<file path="src/rtl/pcs_xgmii_pkg.sv">
// Shared XGMII control characters, canned columns and the TX FIFO read-side
// state encoding used by the 10GBASE-R transmit path.
package pcs_xgmii_pkg;

    localparam logic [7:0] XGMII_IDLE  = 8'h07;
    localparam logic [7:0] XGMII_START = 8'hFB;
    localparam logic [7:0] XGMII_TERM  = 8'hFD;
    localparam logic [7:0] XGMII_ERROR = 8'hFE;

    // Columns are packed as {txc, txd}, the same layout as the FIFO word.
    localparam logic [71:0] IDLE_COL  = {8'hFF, {8{XGMII_IDLE}}};
    localparam logic [71:0] ERROR_COL = {8'hFF, {8{XGMII_ERROR}}};

    typedef enum logic [1:0] {
        IDLE  = 2'd0,
        FRAME = 2'd1,
        ABORT = 2'd2
    } rd_state_e;

endpackage

</file>
<file path="src/rtl/xgmii_ctrl_decode.sv">
// Combinational Start/Terminate detector for one 72-bit XGMII column
// ({txc[7:0], txd[63:0]}).
module xgmii_ctrl_decode
    import pcs_xgmii_pkg::*;
#(
    parameter int LANE4_START = 1
) (
    input  logic [71:0] col,
    output logic        start,
    output logic        start_lane4,
    output logic        term
);

    always_comb begin
        // NOTE: every always_comb output gets a default first so no path can infer a latch.
        term = 1'b0;
        for (int i = 0; i < 8; i++) begin
            if (col[64+i] && (col[8*i +: 8] == XGMII_TERM)) begin
                term = 1'b1;
            end
        end
        start_lane4 = (LANE4_START != 0) && col[68] && (col[39:32] == XGMII_START);
        start       = (col[64] && (col[7:0] == XGMII_START)) || start_lane4;
    end

endmodule

</file>
<file path="src/rtl/tx_fifo_rd_ctrl.sv">
// Read-side controller of the TX CDC FIFO: pops columns for the 64b/66b
// encoder, fills gaps with Idle and aborts frames that underrun mid-frame.
module tx_fifo_rd_ctrl
    import pcs_xgmii_pkg::*;
#(
    parameter int DSIZE       = 72,
    parameter int CNT_W       = 16,
    parameter int LANE4_START = 1
) (
    input  logic             rclk,
    input  logic             rrst,
    input  logic             rempty,
    input  logic [DSIZE-1:0] rdata,
    output logic             rinc,
    input  logic             enc_ready,
    output logic [63:0]      txd,
    output logic [7:0]       txc,
    output logic             tx_valid,
    output logic             in_frame,
    output logic             underrun,
    output logic [CNT_W-1:0] underrun_cnt
);

    rd_state_e   state, state_next;
    logic [71:0] col_next;
    logic        underrun_hit;
    logic        start, start_lane4, term;

    xgmii_ctrl_decode #(.LANE4_START(LANE4_START)) u_decode (
        .col         (rdata),
        .start       (start),
        .start_lane4 (start_lane4),
        .term        (term)
    );

    assign rinc     = enc_ready & ~rempty;
    assign in_frame = (state == FRAME);

    always_comb begin
        state_next   = state;
        col_next     = rdata;
        underrun_hit = 1'b0;
        unique case (state)
            IDLE: begin
                if (rempty) begin
                    col_next = IDLE_COL;
                end else if (start && !term) begin
                    state_next = FRAME;
                end
            end
            FRAME: begin
                if (rempty) begin
                    col_next     = ERROR_COL;
                    underrun_hit = 1'b1;
                    state_next   = ABORT;
                end else if (term) begin
                    // A Start in lane 4 behind the Terminate opens the next frame.
                    state_next = start_lane4 ? FRAME : IDLE;
                end
            end
            ABORT: begin
                col_next = IDLE_COL;
                if (!rempty && term) begin
                    state_next = start_lane4 ? FRAME : IDLE;
                end
            end
            default: begin
                col_next   = IDLE_COL;
                state_next = IDLE;
            end
        endcase
    end

    always_ff @(posedge rclk or posedge rrst) begin
        if (rrst) begin
            state        <= IDLE;
            txd          <= IDLE_COL[63:0];
            txc          <= IDLE_COL[71:64];
            tx_valid     <= 1'b0;
            underrun     <= 1'b0;
            underrun_cnt <= '0;
        end else begin
            // NOTE: sequential state uses non-blocking assignments so every flop samples pre-edge values.
            tx_valid <= enc_ready;
            underrun <= enc_ready & underrun_hit;
            if (enc_ready) begin
                state      <= state_next;
                {txc, txd} <= col_next;
                if (underrun_hit && (underrun_cnt != {CNT_W{1'b1}})) begin
                    underrun_cnt <= underrun_cnt + 1'b1;
                end
            end
        end
    end

endmodule

</file>
<file path="config.mk">
export PLATFORM = sky130hd
export DESIGN_NAME = tx_fifo_rd_ctrl
export DESIGN_NICKNAME = d
export VERILOG_FILES = /design/src/rtl/pcs_xgmii_pkg.sv /design/src/rtl/xgmii_ctrl_decode.sv /design/src/rtl/tx_fifo_rd_ctrl.sv
export SDC_FILE = /design/constraint.sdc
export NUM_CORES = 1
export LEC_CHECK = 0
export ABC_AREA = 1
export CAP_MARGIN = 10
export CORE_ASPECT_RATIO = 1.1
export CORE_UTILIZATION = 41
export DETAILED_ROUTE_END_ITERATION = 8
export GPL_ROUTABILITY_DRIVEN = 0
export PLACE_DENSITY = 0.77
export SYNTH_ARGS = -nofsm -noshare
export SYNTH_HDL_FRONTEND = slang
export SYNTH_HIERARCHICAL = 1
export SYNTH_SLANG_ARGS = --single-unit
</file>
<file path="constraint.sdc">
create_clock -name rclk -period 3.1 [get_ports rclk]
set_clock_uncertainty 0.1 [all_clocks]
set_input_delay 0.62 -clock rclk [delete_from_list [all_inputs] [get_ports rclk]]
set_output_delay 0.62 -clock rclk [all_outputs]
set_load 0.02 [all_outputs]
</file>
==> results.cfg, run 1 <==
[clock_tree]
cts_resized = 0
cts_tree = built
clk_latency_ps = 340
htreeDepth = 3
postCtsHoldBufs = 0
clk_root_buffer_cell = clkbuf_16
cts_buffers = 9
postCtsSetupBuffers = 0
ctsLongestPathBuffers = 2
clkSinkCount = 92
clkTransAtPathRegs_ps = 60

[flow_run]
drv_cap = 0

[setup_path]
rr_worst_depth = 8
r2r_setup_slack_ps = 1290
timing.rr.start = state[1]
regToRegEndpoint = txd[38]
required_ps = 2380
critPathKind = primary input to primary output
cp-end-kind = primary output
cp_max_fo = 4
startpoint_type = primary input
arrival_ps = 1920

[logic_synthesis]
yosysSeqAreaShare_pct = 50.8
ys_ff_latch = 92
synth_fp_nets = 687
ys_types = 27
syn_inst = 610
synth_area_um2 = 4610
ys_warn_count = 6
syn_avg_cell_area_um2 = 7.56

[layout]
syn2layout_area_growth_pct = 45.5
multi_input_area_um2 = 1870
seq_area_um2 = 2340
num-fill-cells = 943
final_layout_size_suffix_gt1_share_pct = 10.0
nets = 850

[sta]
period_share_pct = 85.1
min_period_ps = 2640
hold_viol_final = 0
rsz0062_at_grt = false
worst_pin_slew_ps = 657
fmax_mhz = 379
finalSetupTns_ps = 0
maxSlewHeadroom_pct = 56.2
finalSetupViolations = 0
drv_slew = 0
worst_hold_slack_ps = 372

[floorplan]
die-area_um2 = 11700
pin_count = 168
die_y_um = 113
coreArea_um2 = 11000
start_util_pct = 42.1
dieWidth_um = 103
rows = 40

[min_path]
worstHoldPathCells = 2
min_path_type = flop to flop
min_to = txd[62]
hp-start = txd[62]

[routing]
drt_wl_total_mm = 14.0
via_per_inst = 4.78
ant_nets = 0
firstDrtPassIters = 4
wl_per_cell_um = 15.1
dr.first_iter.drc_count = 163
post-route-drc-count = 0
vias = 4428

[global_route]
track_usage_pct = 24.4
antenna_found_initial = 1
grt_start_max_net_pins = 67
grt.overflow.total = 0
grt_pass1_vias = 4249
grt_first_pass_wirelength_mm = 21.3

[run_status]
outcome = finished, final reports clean

[pwr]
vdd_drop_max_mv = 0.362
powerDensity_nw_per_um2 = 633
power.leakage_uw = 0.00315

[place]
dp_hpwl_mm = 10.1
io_buffers = 167
placed cells by master, fill, tap and decap left out:
cell             instances
a21oi_1                 25
a21oi_2                  1
buf_2                    1
buf_4                    8
bufinv_16                1
clkbuf_1                 1
clkbuf_16                9
clkdlybuf4s50_1        166
clkinv_4                 2
clkinvlp_4               1
dfrtp_1                 60
dfstp_2                 32
diode_2                  1
ha_1                     1
inv_1                   69
inv_2                    6
inv_4                    1
inv_6                    2
nand2_1                193
nand2_2                  2
nand2_4                  3
nand3_1                 20
nand3_4                  1
nand3b_1                 3
nand4_1                  6
nor2_1                  93
nor2_2                   4
nor2_4                   2
nor2_8                   2
nor3_1                   1
o21ai_0                 37
o21ai_1                 19
xnor2_1                  6
sequential cells by signal (all words and copies together), names as in the netlist:
| signal | flops |
|---|---|
| tx_valid | 1 |
| txd | 64 |
| state | 2 |
| txc | 8 |
| underrun | 1 |
| underrun_cnt | 16 |
cell type report:
cell class	instances	share of cell area [%]
well taps	147	2.74
inverters	76	4.29
repair buffers	175	25.7
clock buffers	10	3.41
clock inverters	6	1.08
flip-flops and latches	92	34.9
diodes	1	0.0373
multi-input cells	419	27.8
Yosys cell counts (all sizes together):
| cell type | instances | share of area (%) |
|---|---|---|
| ha | 1 | 0.27 |
| nand3 | 21 | 2.5 |
| clkbuf | 9 | 0.73 |
| inv | 76 | 6.2 |
| dfrtp | 60 | 33 |
| nand3b | 3 | 0.49 |
| a21oi | 26 | 2.9 |
| nand4 | 6 | 0.81 |
| buf | 14 | 1.9 |
| nand2 | 198 | 17 |
| xnor2 | 6 | 1.1 |
| nor3 | 1 | 0.11 |
| o21ai | 56 | 6.1 |
| dfstp | 32 | 18 |
| nor2 | 101 | 9.4 |
logic make-up (layout without fill, tap and decap cells):
logic type	count (synthesis)	count (layout)	synth area share, %
xor+xnor	6	6	1.14
compound gates	82	82	8.98
flops	92	92	50.8
other cells	0	1	0
simple gates	330	330	30.0
fa+ha+maj	1	1	0.271
buf+inv	99	267	8.84
how the worst max path moves through the flow:
stage / startpoint / endpoint / slack [ps] / cells past startpoint
CTS: rempty / rinc / 450 / 3
global route: rempty / rinc / 390 / 3
detailed placement: rempty / rinc / 450 / 3
global placement: rempty / rinc / 470 / 3
floorplan: rrst / state[0] / 40 / 1
finish: rempty / rinc / 460 / 3
routing by layer:
layer  track usage (%)  wire [um]  vias to the layer above
met1              29.5       5790                     2036
met5                 0          0                        -
met2              41.8       6810                      173
met4              8.45        309                        0
li1                  -          -                     2199
met3              6.36       1100                       20
where the power goes:
group	internal [uW]	total [uW]	switching, uW
Combinational	652	1490	837
Sequential	1490	1640	160
Clock	634	1120	482
stage by stage:
| step | setup WS (ps) | instance area [um2] | util (%) | total power [uW] | instances |
|---|---|---|---|---|---|
| global placement | 472 | 6410 | 58.5 | 3110 | 909 |
| floorplan | 41.0 | 4610 | - | 2430 | 610 |
| finish | 461 | 6710 | 61.3 | 4250 | 926 |
| CTS | 450 | 6710 | 61.2 | 4280 | 925 |
| global route | 395 | 6710 | 61.3 | 4470 | 926 |
| detailed placement | 447 | 6410 | 58.5 | 3150 | 909 |
critical path, stage by stage:
cell	delay (ps)
clkdlybuf4s50_1	540
nor2_1	150
clkdlybuf4s50_1	610
(Power assumes the default switching activity.)
==> inputs of run 2 (changes only) <==
--- a/config.mk
+++ b/config.mk
@@ -8,3 +8,3 @@
 export ABC_AREA = 1
-export CAP_MARGIN = 10
+export CAP_MARGIN = 15
 export CORE_ASPECT_RATIO = 1.1
--- a/constraint.sdc
+++ b/constraint.sdc
@@ -4,2 +4,2 @@
 set_output_delay 0.62 -clock rclk [all_outputs]
-set_load 0.02 [all_outputs]
+set_load 0.05 [all_outputs]
==> run 2 against run 1 <==
Effect of this change:
- die area unchanged
- non-clock buffer count decreased by 2
- critical path depth decreased by 1
- first-iteration DRC count increased by 8.0%
- via count increased by 1.5%
- design area decreased by 0.35%
- worst hold slack improved by 6.0 ps
- setup slack improved by 95 ps
- largest cell class unchanged
- largest power group is now combinational logic
==> results.cfg, run 2 (synthesis gave the netlist of run 1 again) <==
[run_status]
outcome = finished, final reports clean

[setup_path]
startpoint_type = flop
critPathTopFamily = buffers and inverters
crit_chain = nor2_4 > clkdlybuf4s50_1
critPathSlowestCell = clkdlybuf4s50_1
required_ps = 2380
cp-end-kind = primary output
worst-path-buf-inv = 1
critPathKind = flop to primary output
rr_worst_depth = 8
r2r_setup_slack_ps = 1330
max_stage_delay_ps = 820
regToRegEndpoint = txd[35]
timing.rr.start = state[1]
cp_max_fo = 6
cp.depth = 2
arrival_ps = 1820

[layout]
layout_commonest_cell = nand2_1
multi_input_area_um2 = 1870
seq_area_um2 = 2340
largest_register_ff_count = 64
syn2layout_area_growth_pct = 45.0
final_layout_size_suffix_gt1_share_pct = 9.92
num-fill-cells = 968
fin_util_pct = 61.0
most-common-layout-cells = nand2_1, clkdlybuf4s50_1, nor2_1, inv_1, dfrtp_1
top_register = txd
nets = 848
top_regs = txd x64, underrun_cnt x16, txc x8

[flow_run]
drv_cap = 0

[clock_tree]
cts_resized = 0
cts_tree = built
clk_latency_ps = 340
clk_root_buffer_cell = clkbuf_16
clkTransAtPathRegs_ps = 60
postCtsSetupBuffers = 0
ctsLongestPathBuffers = 2
cts_buffers = 9
postCtsHoldBufs = 0
clkSinkCount = 92
htreeDepth = 3

[routing]
topRoutingLayerUsed = met4
via_per_inst = 4.86
firstDrtPassIters = 5
dr.first_iter.drc_count = 176
post-route-drc-count = 0
dr_wl_met2_mm = 6.82
drt_wl_total_mm = 13.8
met1Wirelength_mm = 5.61
wl_per_cell_um = 14.9
vias = 4493
ant_nets = 0
dr_wl_met3_mm = 1.10

[global_route]
track_usage_pct = 24.0
antenna_found_initial = 1
grt.overflow.total = 0
grt_first_pass_wirelength_mm = 21.2
grt_start_max_net_pins = 67
grt_pass1_vias = 4313

[sta]
fmax_mhz = 393
drv_slew = 0
min_period_ps = 2540
fin_ws_ps = 557
hold_viol_final = 0
period_share_pct = 82.0
worst_pin_slew_ps = 675
rsz0062_at_grt = false
finalSetupViolations = 0
maxSlewHeadroom_pct = 55.0
worst_hold_slack_ps = 378
finalSetupTns_ps = 0

[floorplan]
start_util_pct = 42.1
die-area_um2 = 11700
coreArea_um2 = 11000
dieWidth_um = 103
pin_count = 168
die_y_um = 113
rows = 40

[place]
io_buffers = 167
dp_slack_ps = 645
dp_hpwl_mm = 10.3

[min_path]
min_path_type = flop to flop
min_to = txd[55]
hp-start = txd[55]
worstHoldPathCells = 2

[pwr]
power.leakage_uw = 0.00314
vdd_drop_max_mv = 0.364
powerDensity_nw_per_um2 = 699
run 2: changes by cell type in the layout (fill, tap and decap cells not counted), sizes merged:
cell,previous run,this run
bufinv,1,0
clkinv,2,3
inv,78,76
buf,9,8
clkinvlp,1,3
clkdlybuf4s50,166,165
run 2: area by class of cell:
type	count	area share [%]
Timing Repair Buffer	173	25.9
Clock inverter	6	0.617
Clock buffer	10	3.42
Multi-Input combinational cell	419	27.9
Antenna cell	1	0.0374
Tap cell	147	2.75
Sequential cell	92	35.0
Inverter	76	4.30
run 2: report_power, final:
part	switching (uW)	leakage, uW	internal (uW)
clock network	459	0.000124	542
registers	168	0.00108	1490
logic	1370	0.00193	649
run 2: layer usage:
layer | track usage [%] | vias to the layer above
li1 | - | 2196
met1 | 29.6 | 2103
met2 | 41.3 | 176
met3 | 5.19 | 18
met4 | 8.17 | 0
met5 | 0 | -
run 2: through the flow:
step	cell area, um2	instances	power (uW)
after floorplan	4610	610	2960
after global placement	6420	907	3650
after detailed placement	6420	907	3700
after CTS	6690	923	4700
after global routing	6690	924	4890
final	6690	924	4670
run 2: how the worst max path moves through the flow:
| stage | startpoint | end |
|---|---|---|
| 6_report | state[1] | in_frame |
| 5_1_grt | state[1] | in_frame |
| 4_1_cts | state[1] | in_frame |
| 3_5_place_dp | rdata[43] | state[1] |
| 3_3_place_gp | rdata[32] | state[1] |
| 2_1_floorplan | rrst | state[0] |
run 2: tightest hold or removal path, stage by stage, from the launching register on:
cell     delay [ps]
dfrtp_1         350
o21ai_1          60
inv_1            40
